===== src/rtl/vec_operand_tx.sv =====
// vec_operand_tx: buffers vector/scalar operand pairs and issues them to vec_mul under a credit cap.
// Optional macro VEC_OPERAND_TX_STATS_EN adds the tx_count fire counter output.
module vec_operand_tx #(
    parameter int SIZE         = 32,
    parameter int DEPTH        = 8,
    parameter int MAX_INFLIGHT = 12
) (
    input  logic                    aclk,
    input  logic                    areset,
    input  logic [2:0][SIZE-1:0]    in_vec,
    input  logic [SIZE-1:0]         in_scalar,
    input  logic                    in_valid,
    output logic                    in_ready,
    output logic [2:0][SIZE-1:0]    m_axis_a_tdata,
    output logic                    m_axis_a_tvalid,
    input  logic                    m_axis_a_tready,
    output logic [SIZE-1:0]         m_axis_b_tdata,
    output logic                    m_axis_b_tvalid,
    input  logic                    m_axis_b_tready,
    input  logic                    result_beat,
    output logic [7:0]              inflight,
    output logic [$clog2(DEPTH):0]  fifo_count,
    output logic                    credit_err
`ifdef VEC_OPERAND_TX_STATS_EN
    ,
    output logic [31:0]             tx_count
`endif
);
    localparam int AW = $clog2(DEPTH);
    localparam logic [AW:0] FULL = (AW+1)'(DEPTH);
    localparam logic [7:0] MAX = 8'(MAX_INFLIGHT);
    typedef enum logic {IDLE, PRESENT} state_t;
    state_t state_q;
    logic [4*SIZE-1:0] mem_q [DEPTH];
    logic [AW-1:0] wr_q, rd_q;
    logic [AW:0] cnt_q;
    logic [7:0] inflight_q, inflight_d;
    logic err_q;
    logic [2:0][SIZE-1:0] a_q;
    logic [SIZE-1:0] b_q;
    logic push, fire, load;
`ifdef VEC_OPERAND_TX_STATS_EN
    logic [31:0] tx_q;
    assign tx_count = tx_q;
`endif
    assign in_ready = cnt_q != FULL;
    assign push = in_valid && in_ready;
    assign fire = state_q == PRESENT && m_axis_a_tready && m_axis_b_tready;
    // A result arriving with nothing in flight leaves the counter at zero rather than wrapping.
    always_comb inflight_d = (fire && !result_beat) ? inflight_q + 8'd1 :
                             (!fire && result_beat && inflight_q != 8'd0) ? inflight_q - 8'd1 : inflight_q;
    // Loading the output register reserves a credit, so a reload on fire must leave room after this issue.
    always_comb load = cnt_q != '0 && (state_q == IDLE ? inflight_q < MAX : fire && inflight_d < MAX);
    // Operand storage; contents need no reset since pointers and count define validity.
    always_ff @(posedge aclk) begin
        if (push) mem_q[wr_q] <= {in_vec, in_scalar};
    end
    // Pointers, output register, issue FSM and credit tracking.
    always_ff @(posedge aclk) begin
        if (areset) begin
            state_q    <= IDLE;
            wr_q       <= '0;
            rd_q       <= '0;
            cnt_q      <= '0;
            inflight_q <= '0;
            err_q      <= 1'b0;
            a_q        <= '0;
            b_q        <= '0;
`ifdef VEC_OPERAND_TX_STATS_EN
            tx_q       <= '0;
`endif
        end else begin
            if (push) wr_q <= wr_q + 1'b1;
            if (load) begin
                rd_q <= rd_q + 1'b1;
                a_q  <= mem_q[rd_q][4*SIZE-1:SIZE];
                b_q  <= mem_q[rd_q][SIZE-1:0];
            end
            cnt_q      <= cnt_q + (AW+1)'(push) - (AW+1)'(load);
            state_q    <= load ? PRESENT : fire ? IDLE : state_q;
            inflight_q <= inflight_d;
            err_q      <= err_q || (result_beat && inflight_q == 8'd0);
`ifdef VEC_OPERAND_TX_STATS_EN
            if (fire) tx_q <= tx_q + 32'd1;
`endif
        end
    end
    assign m_axis_a_tdata  = a_q;
    assign m_axis_b_tdata  = b_q;
    assign m_axis_a_tvalid = state_q == PRESENT;
    assign m_axis_b_tvalid = state_q == PRESENT;
    assign inflight        = inflight_q;
    assign fifo_count      = cnt_q;
    assign credit_err      = err_q;
endmodule


===== config.mk =====
export PLATFORM = sky130hd
export DESIGN_NAME = vec_operand_tx
export DESIGN_NICKNAME = d
export VERILOG_FILES = /design/src/rtl/vec_operand_tx.sv
export SDC_FILE = /design/constraint.sdc
export NUM_CORES = 1
export LEC_CHECK = 0
export ABC_AREA = 1
export BUFFER_PORTS_ARGS = -buffer_cell sky130_fd_sc_hd__buf_4
export CAP_MARGIN = 10
export CORE_UTILIZATION = 30
export CTS_CLUSTER_DIAMETER = 60
export CTS_CLUSTER_SIZE = 40
export DETAILED_ROUTE_END_ITERATION = 8
export SETUP_SLACK_MARGIN = 0.1
export SYNTH_ARGS = -nofsm -noshare
export SYNTH_HDL_FRONTEND = slang
export SYNTH_SLANG_ARGS = --single-unit
export TNS_END_PERCENT = 50

===== constraint.sdc =====
create_clock -name aclk -period 21.9 [get_ports aclk]
set_input_delay 2.19 -clock aclk [delete_from_list [all_inputs] [get_ports aclk]]
set_output_delay 2.19 -clock aclk [all_outputs]
set_load 0.01 [all_outputs]

==> out/qor.csv, run 1 <==
stage,metric,value,unit
outcome,status,finished clean,
critical_path,slowest_delay,0.70,ns
clock_network,post_cts_buffers,0,
critical_path,cp_cell_sequence,buf_4 -> nand3_2 -> inv_1 -> nand2_2 -> nand2_2 -> nand2_1 -> nand2_1 -> nand2_1 -> nand2_1 -> nand4_1 -> nand2_4 -> nand2_8 -> inv_2 -> buf_4 -> ha_1 -> inv_1 -> ha_1 -> a21o_1 -> a21oi_1 -> o21ai_0 -> a21oi_1,
pwr,powerDensity,124.9,mW/mm^2
critical_path,crit_path_end_kind,flop,
floorplan,ios,278,
global_route,gr-total-overflow,0,
timing,finalHoldViolCount,0,
logic_synthesis,ys_seq_area_frac,0.7472,
final_layout,nets,3973,
floorplan,dieArea,0.1519,mm^2
critical_path,reg2reg_slack,17.51,ns
floorplan,die_w,389.8,um
final_layout,fill_cells,14510,
routing,drt_first_pass_iters,5,
critical_path,cp.required,22.55,ns
timing,maxSlewViolCount,0,
place,dp_hpwl,62580,um
critical_path,critical_path.top_delay_family,simple AND/OR/NAND/NOR gates,
logic_synthesis,synth_edf_count,1024,
logic_synthesis,synth_ff_type,edfxtp_1,
logic_synthesis,synth_most_common_cell,edfxtp_1,
logic_synthesis,synth-compound-area-share,0.1108,
clock_network,cts_max_path_buffers,3,
critical_path,cp_max_fo,76,
logic_synthesis,muxShareOfSynthArea,0,
critical_path,slowest_stage,buf_4,
clock_network,cts_tree,done,
clock_network,cts.reportedPaths.clkPinSlew,0.07,ns
timing,finalClockSkew,0.03089,ns
logic_synthesis,synth_top_area_cell,edfxtp_1,
timing,fmaxAchievable,0.1887,GHz
clock_network,worstSkewPairLatency,0.73,ns
timing,slew-limit-headroom,0.2138,
logic_synthesis,synth_xor_area_frac,0.0003882,
critical_path,cp-start-kind,input port,
floorplan,initial_utilization,0.3037,
timing,period_share,0.2420,
logic_synthesis,synth-seq-cells,1172,
timing,rsz0062_at_grt,false,
global_route,grtUsageTotal,0.1506,
timing,worstMarginPinSlew,1.179,ns
pwr,ir_drop,92.88,uV
clock_network,cts_buffers,98,
logic_synthesis,yosysWarnings,0,
timing,setup_viol,0,
timing,fin_setup_tns,0,ns
routing,drt-vias-per-instance,4.818,
floorplan,core_area,0.1485,mm^2
routing,via_count,28540,
logic_synthesis,synth_top_family_by_area,compound AO/OA/AOI/OAI gates,
place,gp_congestion,0.7742,
global_route,grt_pass1_wl,174300,um
logic_synthesis,yosysTopAreaCellShare,0.6815,
floorplan,die_h,389.8,um
place,io_buffers,277,
global_route,grt_max_degree,139,
clock_network,cts-resized-gates,0,
critical_path,cp.arrival,5.95,ns
logic_synthesis,synthesis.area,0.04512,mm^2
clock_network,root_buffer,clkbuf_16,
clock_network,htreeDepth,3,
logic_synthesis,syn-num-nets,3794,
critical_path,crit_path_frequent_cell,nand2_1,
global_route,grt_antenna_before_repair,22,
logic_synthesis,synth_simple_gate_area_frac,0.1082,
routing,antenna_left,0,
logic_synthesis,synth_cell_types,29,
logic_synthesis,postSynth.asyncResetShare,0,
logic_synthesis,netlist_top_cells_area,"edfxtp_1, dfxtp_1, o21ai_0",
clock_network,hold_buffers,0,
timing,period_minus_slack,5.300,ns
pwr,p_seq_frac,0.419,
critical_path,cp_num_buf_inv,5,
routing,drc,0,
min_path,hp-class,flop to flop,
logic_synthesis,yosys-top-cells-count,"edfxtp_1, nor2_1, o21ai_0",
pwr,totalPowerFinal,6.604,mW
critical_path,criticalPathCategory,input port to flop,
floorplan,rows,141,
routing,wl_per_cell,19.87,um
logic_synthesis,synthAdderAreaFrac,0.003217,
routing,drt_iter0_drc,1991,
pwr,power.switching,2.332,mW
clock_network,cts_sinks,1172,
pwr,power.internal,4.271,mW
pwr,switching_share,0.3532,
global_route,grt_pass1_vias,27590,
pwr,leakage,18.47,nW
job,drv_cap,0,
routing,wl,117700,um
pwr,pwr-share-clk,0.295,
final_layout,drive_gt1_frac,0.1352,
final_layout,synthToLayoutAreaGrowth,17.15,%
logic_synthesis,synthCells,3649,
pwr,combPwrFrac,0.285,
logic_synthesis,avgSynthCellArea,12.36,um^2
==> through the flow <==
step	hold slack [ns]	instances	utilization	worst slack, ns	area, um^2
2_1_floorplan	0.4627	3649	-	13.45	45120
3_3_place_gp	0.4548	5730	0.3313	15.83	49210
3_5_place_dp	0.4569	5730	0.3313	15.80	49210
4_1_cts	0.4727	5916	0.3557	16.56	52840
5_1_grt	0.5008	5923	0.3558	16.15	52860
6_report	0.4662	5924	0.3558	16.60	52860
==> cell families (layout without fill, tap and decap cells) <==
kind of cell | count (synthesis) | count (layout)
other | 0 | 8
XOR/XNOR | 2 | 2
AND/OR/NAND/NOR | 1265 | 1265
buffers and inverters | 346 | 611
flip-flops | 1172 | 1172
AO/OA/AOI/OAI | 853 | 853
adder cells (fa/ha/maj) | 11 | 11
==> path summary, 6_finish.rpt <==
kind	from	to	depth (start not counted)
max reg2reg	inflight[0]$_SDFFE_PP0P_	fifo_count[3]$_SDFF_PP0_	21
min	m_axis_a_tdata[92]$_SDFFE_PP0P_	m_axis_a_tdata[92]$_SDFFE_PP0P_	2
min reg2reg	m_axis_a_tdata[92]$_SDFFE_PP0P_	m_axis_a_tdata[92]$_SDFFE_PP0P_	2
max	m_axis_b_tready	fifo_count[3]$_SDFF_PP0_	21
==> placed cells by master, fill, tap and decap left out, drive strengths merged, types with 81 or more instances in the layout <==
cell type and instances:
buf 327, edfxtp 1024, clkbuf 106, o21ai 514
a21oi 81, dfxtp 148, o22ai 128, inv 141
nor2 669, nand2 511
==> routing by layer <==
layer,track usage,up-vias,wire [um]
met4,0.04920,28,2593
met3,0.03115,168,6746
met1,0.1984,14210,52280
met5,0,-,174
met2,0.2470,626,55910
li1,-,13520,-
==> final cells by class <==
type,count,area [um^2],area share
diodes,8,20.02,0.0003787
clock buffers,106,2546,0.04817
clock inverters,80,1082,0.02048
inverters,98,390.4,0.007385
multi-input cells,2131,10140,0.1918
flip-flops and latches,1172,33720,0.6380
well taps,2002,2505,0.04739
repair buffers,327,2455,0.04644
==> worst min-delay path: stages, from the launching register on <==
cell	delay, ns
dfxtp_1	0.32
nor2_1	0.05
nor2_1	0.06
==> state kept, by name, indices dropped and copies added (netlist names) <==
name	count
mem_q	1024
m_axis_a_tdata	96
inflight	8
rd_q	3
credit_err	1
m_axis_a_tvalid	1
fifo_count	4
m_axis_b_tdata	32
wr_q	3
==> power groups by stage <==
stage	Clock, mW	Sequential [mW]	Combinational [mW]
final	1.95	2.77	1.89
after global routing	2.07	2.79	2.12
after CTS	2.00	2.77	1.91
after detailed placement	0	2.82	1.90
after global placement	0	2.82	1.87
after floorplan	0	2.83	1.22
Power figures use the tool's default switching activity.
==> inputs of run 2 (changes only) <==
==> constraint.sdc (replaced) <==
create_clock -name aclk -period 4.75 [get_ports aclk]
set_input_delay 0.475 -clock aclk [delete_from_list [all_inputs] [get_ports aclk]]
set_output_delay 0.475 -clock aclk [all_outputs]
set_load 0.01 [all_outputs]
==> run 2 against run 1 <==
Utilization up 0.89 points; wire length decreased by 1.2%; sequential power grew to 4.6 times the previous value; cell area rose by 2.5%; register-to-register slack lost 16 ns; die area unchanged; non-clock buffer count up 134; via count rose by 1.8%; combinational power grew to 4.7 times the previous value; global-route usage about the same; critical path type is now flop to flop; highest routed layer unchanged.
==> out/qor.csv, run 2 (synthesis gave the netlist of run 1 again) <==
stage,metric,value,unit,change
outcome,status,finished clean,,unchanged
global_route,grt_pass1_vias,28130,,"was 27,590"
final_layout,final_common_cell,edfxtp_1,,unchanged
pwr,combPwrFrac,0.297,,was 0.285
floorplan,die_w,389.8,um,unchanged
routing,via_count,29060,,"was 28,540"
floorplan,initial_utilization,0.3037,,unchanged
clock_network,cts.reportedPaths.clkPinSlew,0.08,ns,was 0.07 ns
timing,worstMarginPinSlew,1.353,ns,was 1.179 ns
routing,drc,0,,unchanged
critical_path,cp-start-kind,flop,,was input port
critical_path,cp_max_fo,77,,was 76
clock_network,htreeDepth,3,,unchanged
timing,holdWs,0.08982,ns,was 0.4662 ns
place,io_buffers,277,,unchanged
place,dp_hpwl,61210,um,"was 62,580 um"
min_path,hp-class,input port to flop,,was flop to flop
clock_network,root_buffer,clkbuf_16,,unchanged
floorplan,rows,141,,unchanged
critical_path,crit_path_end_kind,flop,,unchanged
clock_network,post_cts_buffers,0,,unchanged
floorplan,core_area,0.1485,mm^2,unchanged
floorplan,ios,278,,unchanged
timing,setup_viol,0,,unchanged
routing,wl_per_cell,19.23,um,was 19.87 um
timing,fin_setup_tns,0,ns,unchanged
pwr,power.switching,10.71,mW,was 2.332 mW
final_layout,nets,4103,,"was 3,973"
final_layout,synthToLayoutAreaGrowth,20.09,%,was 17.15%
critical_path,criticalPathCategory,flop to flop,,was input port to flop
timing,period_minus_slack,3.586,ns,
final_layout,regMostFlops,mem_q,,unchanged
timing,maxSlewViolCount,0,,unchanged
final_layout,final_util,0.3648,,was 0.3558
routing,drt_first_pass_iters,5,,unchanged
timing,fmaxAchievable,0.2789,GHz,
routing,drt-vias-per-instance,4.804,,was 4.818
global_route,grtUsageTotal,0.1502,,was 0.1506
job,drv_cap,0,,unchanged
routing,wl,116300,um,"was 117,700 um"
timing,finalHoldViolCount,0,,unchanged
critical_path,cp.arrival,4.18,ns,was 5.95 ns
pwr,totalPowerFinal,29.89,mW,was 6.604 mW
routing,drt_iter0_drc,2088,,"was 1,991"
pwr,leakage,18.94,nW,was 18.47 nW
final_layout,largest_reg_flops,1024,,unchanged
clock_network,cts_tree,done,,unchanged
clock_network,cts_max_path_buffers,3,,unchanged
routing,antenna_left,0,,unchanged
final_layout,layout_common_cells,"edfxtp_1, nor2_1, o21ai_0",,unchanged
clock_network,worstSkewPairLatency,0.72,ns,was 0.73 ns
pwr,power.internal,19.17,mW,was 4.271 mW
global_route,gr-total-overflow,0,,unchanged
timing,finalClockSkew,0.03269,ns,was 0.03089 ns
final_layout,drive_gt1_frac,0.1302,,was 0.1352
timing,period_share,0.7549,,
pwr,switching_share,0.3584,,was 0.3532
timing,rsz0062_at_grt,false,,unchanged
clock_network,cts_buffers,94,,was 98
global_route,grt_pass1_wl,175400,um,"was 174,300 um"
global_route,grt_max_degree,189,,was 139
floorplan,die_h,389.8,um,unchanged
critical_path,cp.required,5.34,ns,was 22.55 ns
pwr,powerDensity,551.6,mW/mm^2,was 124.9 mW/mm^2
global_route,grt_antenna_before_repair,11,,was 22
pwr,ir_drop,488.3,uV,was 92.88 uV
pwr,pwr-share-clk,0.277,,was 0.295
clock_network,cts_sinks,1172,,unchanged
timing,slew-limit-headroom,0.08854,,was 0.2138
place,gp_congestion,0.7695,,was 0.7742
final_layout,fill_cells,14370,,"was 14,510"
floorplan,dieArea,0.1519,mm^2,unchanged
pwr,p_seq_frac,0.426,,was 0.419
run 2: cell types whose count changed in the layout (fill, tap and decap cells not counted), moves of 5 or more:
cell | before | now
dlygate4sd3_1 | 0 | 129
buf_12 | 0 | 24
buf_4 | 327 | 308
bufinv_16 | 11 | 2
clkinvlp_4 | 3 | 10
inv_6 | 26 | 20
clkbuf_16 | 101 | 96
inv_12 | 7 | 2
run 2: power by group through the flow:
stage	clock network (mW)	logic [mW]	registers, mW
after floorplan	0	5.61	13.0
after global placement	0	8.68	13.0
after detailed placement	0	8.83	13.0
after CTS	8.51	8.97	12.7
after global routing	8.88	9.94	12.8
final	8.28	8.87	12.7
run 2: routing by layer:
layer / part of all wire / wire (um) / GRT usage
met1: 0.46 / 53560 / 0.2069
met2: 0.47 / 55050 / 0.2460
met3: 0.047 / 5478 / 0.02287
met4: 0.019 / 2188 / 0.04043
met5: 0.00032 / 37 / 0
run 2: critical path: stages, from the launching register on:
cell and delay [ns]:
dfxtp_1 0.39, inv_1 0.10, ha_1 0.23, nand2_1 0.13, nor2_1 0.08, nor2_1 0.19, nand2_1 0.07, nand3_1 0.07
nand2_1 0.07, inv_1 0.05, nand2_1 0.06, nand4_1 0.13, nand2_4 0.20, nand2_8 0.41, inv_2 0.07, ha_1 0.29
inv_1 0.04, ha_1 0.21, fa_1 0.41, xnor2_1 0.17, nor2_1 0.05
run 2: cell type report:
| cell class | count | area, um^2 | area share |
|---|---|---|---|
| flip-flops and latches | 1172 | 33720 | 0.6224 |
| multi-input cells | 2131 | 10140 | 0.1871 |
| repair buffers | 461 | 4084 | 0.07537 |
| well taps | 2002 | 2505 | 0.04623 |
| clock buffers | 102 | 2435 | 0.04494 |
| clock inverters | 75 | 889.6 | 0.01642 |
| inverters | 98 | 390.4 | 0.007205 |
| diodes | 8 | 20.02 | 0.0003695 |
run 2: path summary, 6_finish.rpt:
path              slack (ns)                              end                            start  depth (start not counted)
setup / recovery        1.16         fifo_count[2]$_SDFF_PP0_         inflight[0]$_SDFFE_PP0P_                         20
hold / removal          0.09             rd_q[2]$_SDFFE_PP0P_                           areset                          2
setup reg to reg        1.16         fifo_count[2]$_SDFF_PP0_         inflight[0]$_SDFFE_PP0P_                         20
hold reg to reg         0.47  m_axis_a_tdata[74]$_SDFFE_PP0P_  m_axis_a_tdata[74]$_SDFFE_PP0P_                          2
run 2: repair_timing:
item                                    in CTS  in global routing
hold buffers                               129                  0
endpoints found under the hold margin     1025                  0
endpoints found under the setup margin       0                  0
resized for setup                            0                  0
run 2: through the flow:
step / setup slack (ns) / cell area (um^2) / std cells
floorplan: -0.1928 / 45140 / 3649
global placement: 1.205 / 49550 / 5735
detailed placement: 1.138 / 49550 / 5735
CTS: 1.098 / 54160 / 6041
global route: 0.7797 / 54180 / 6046
finish: 1.164 / 54180 / 6049
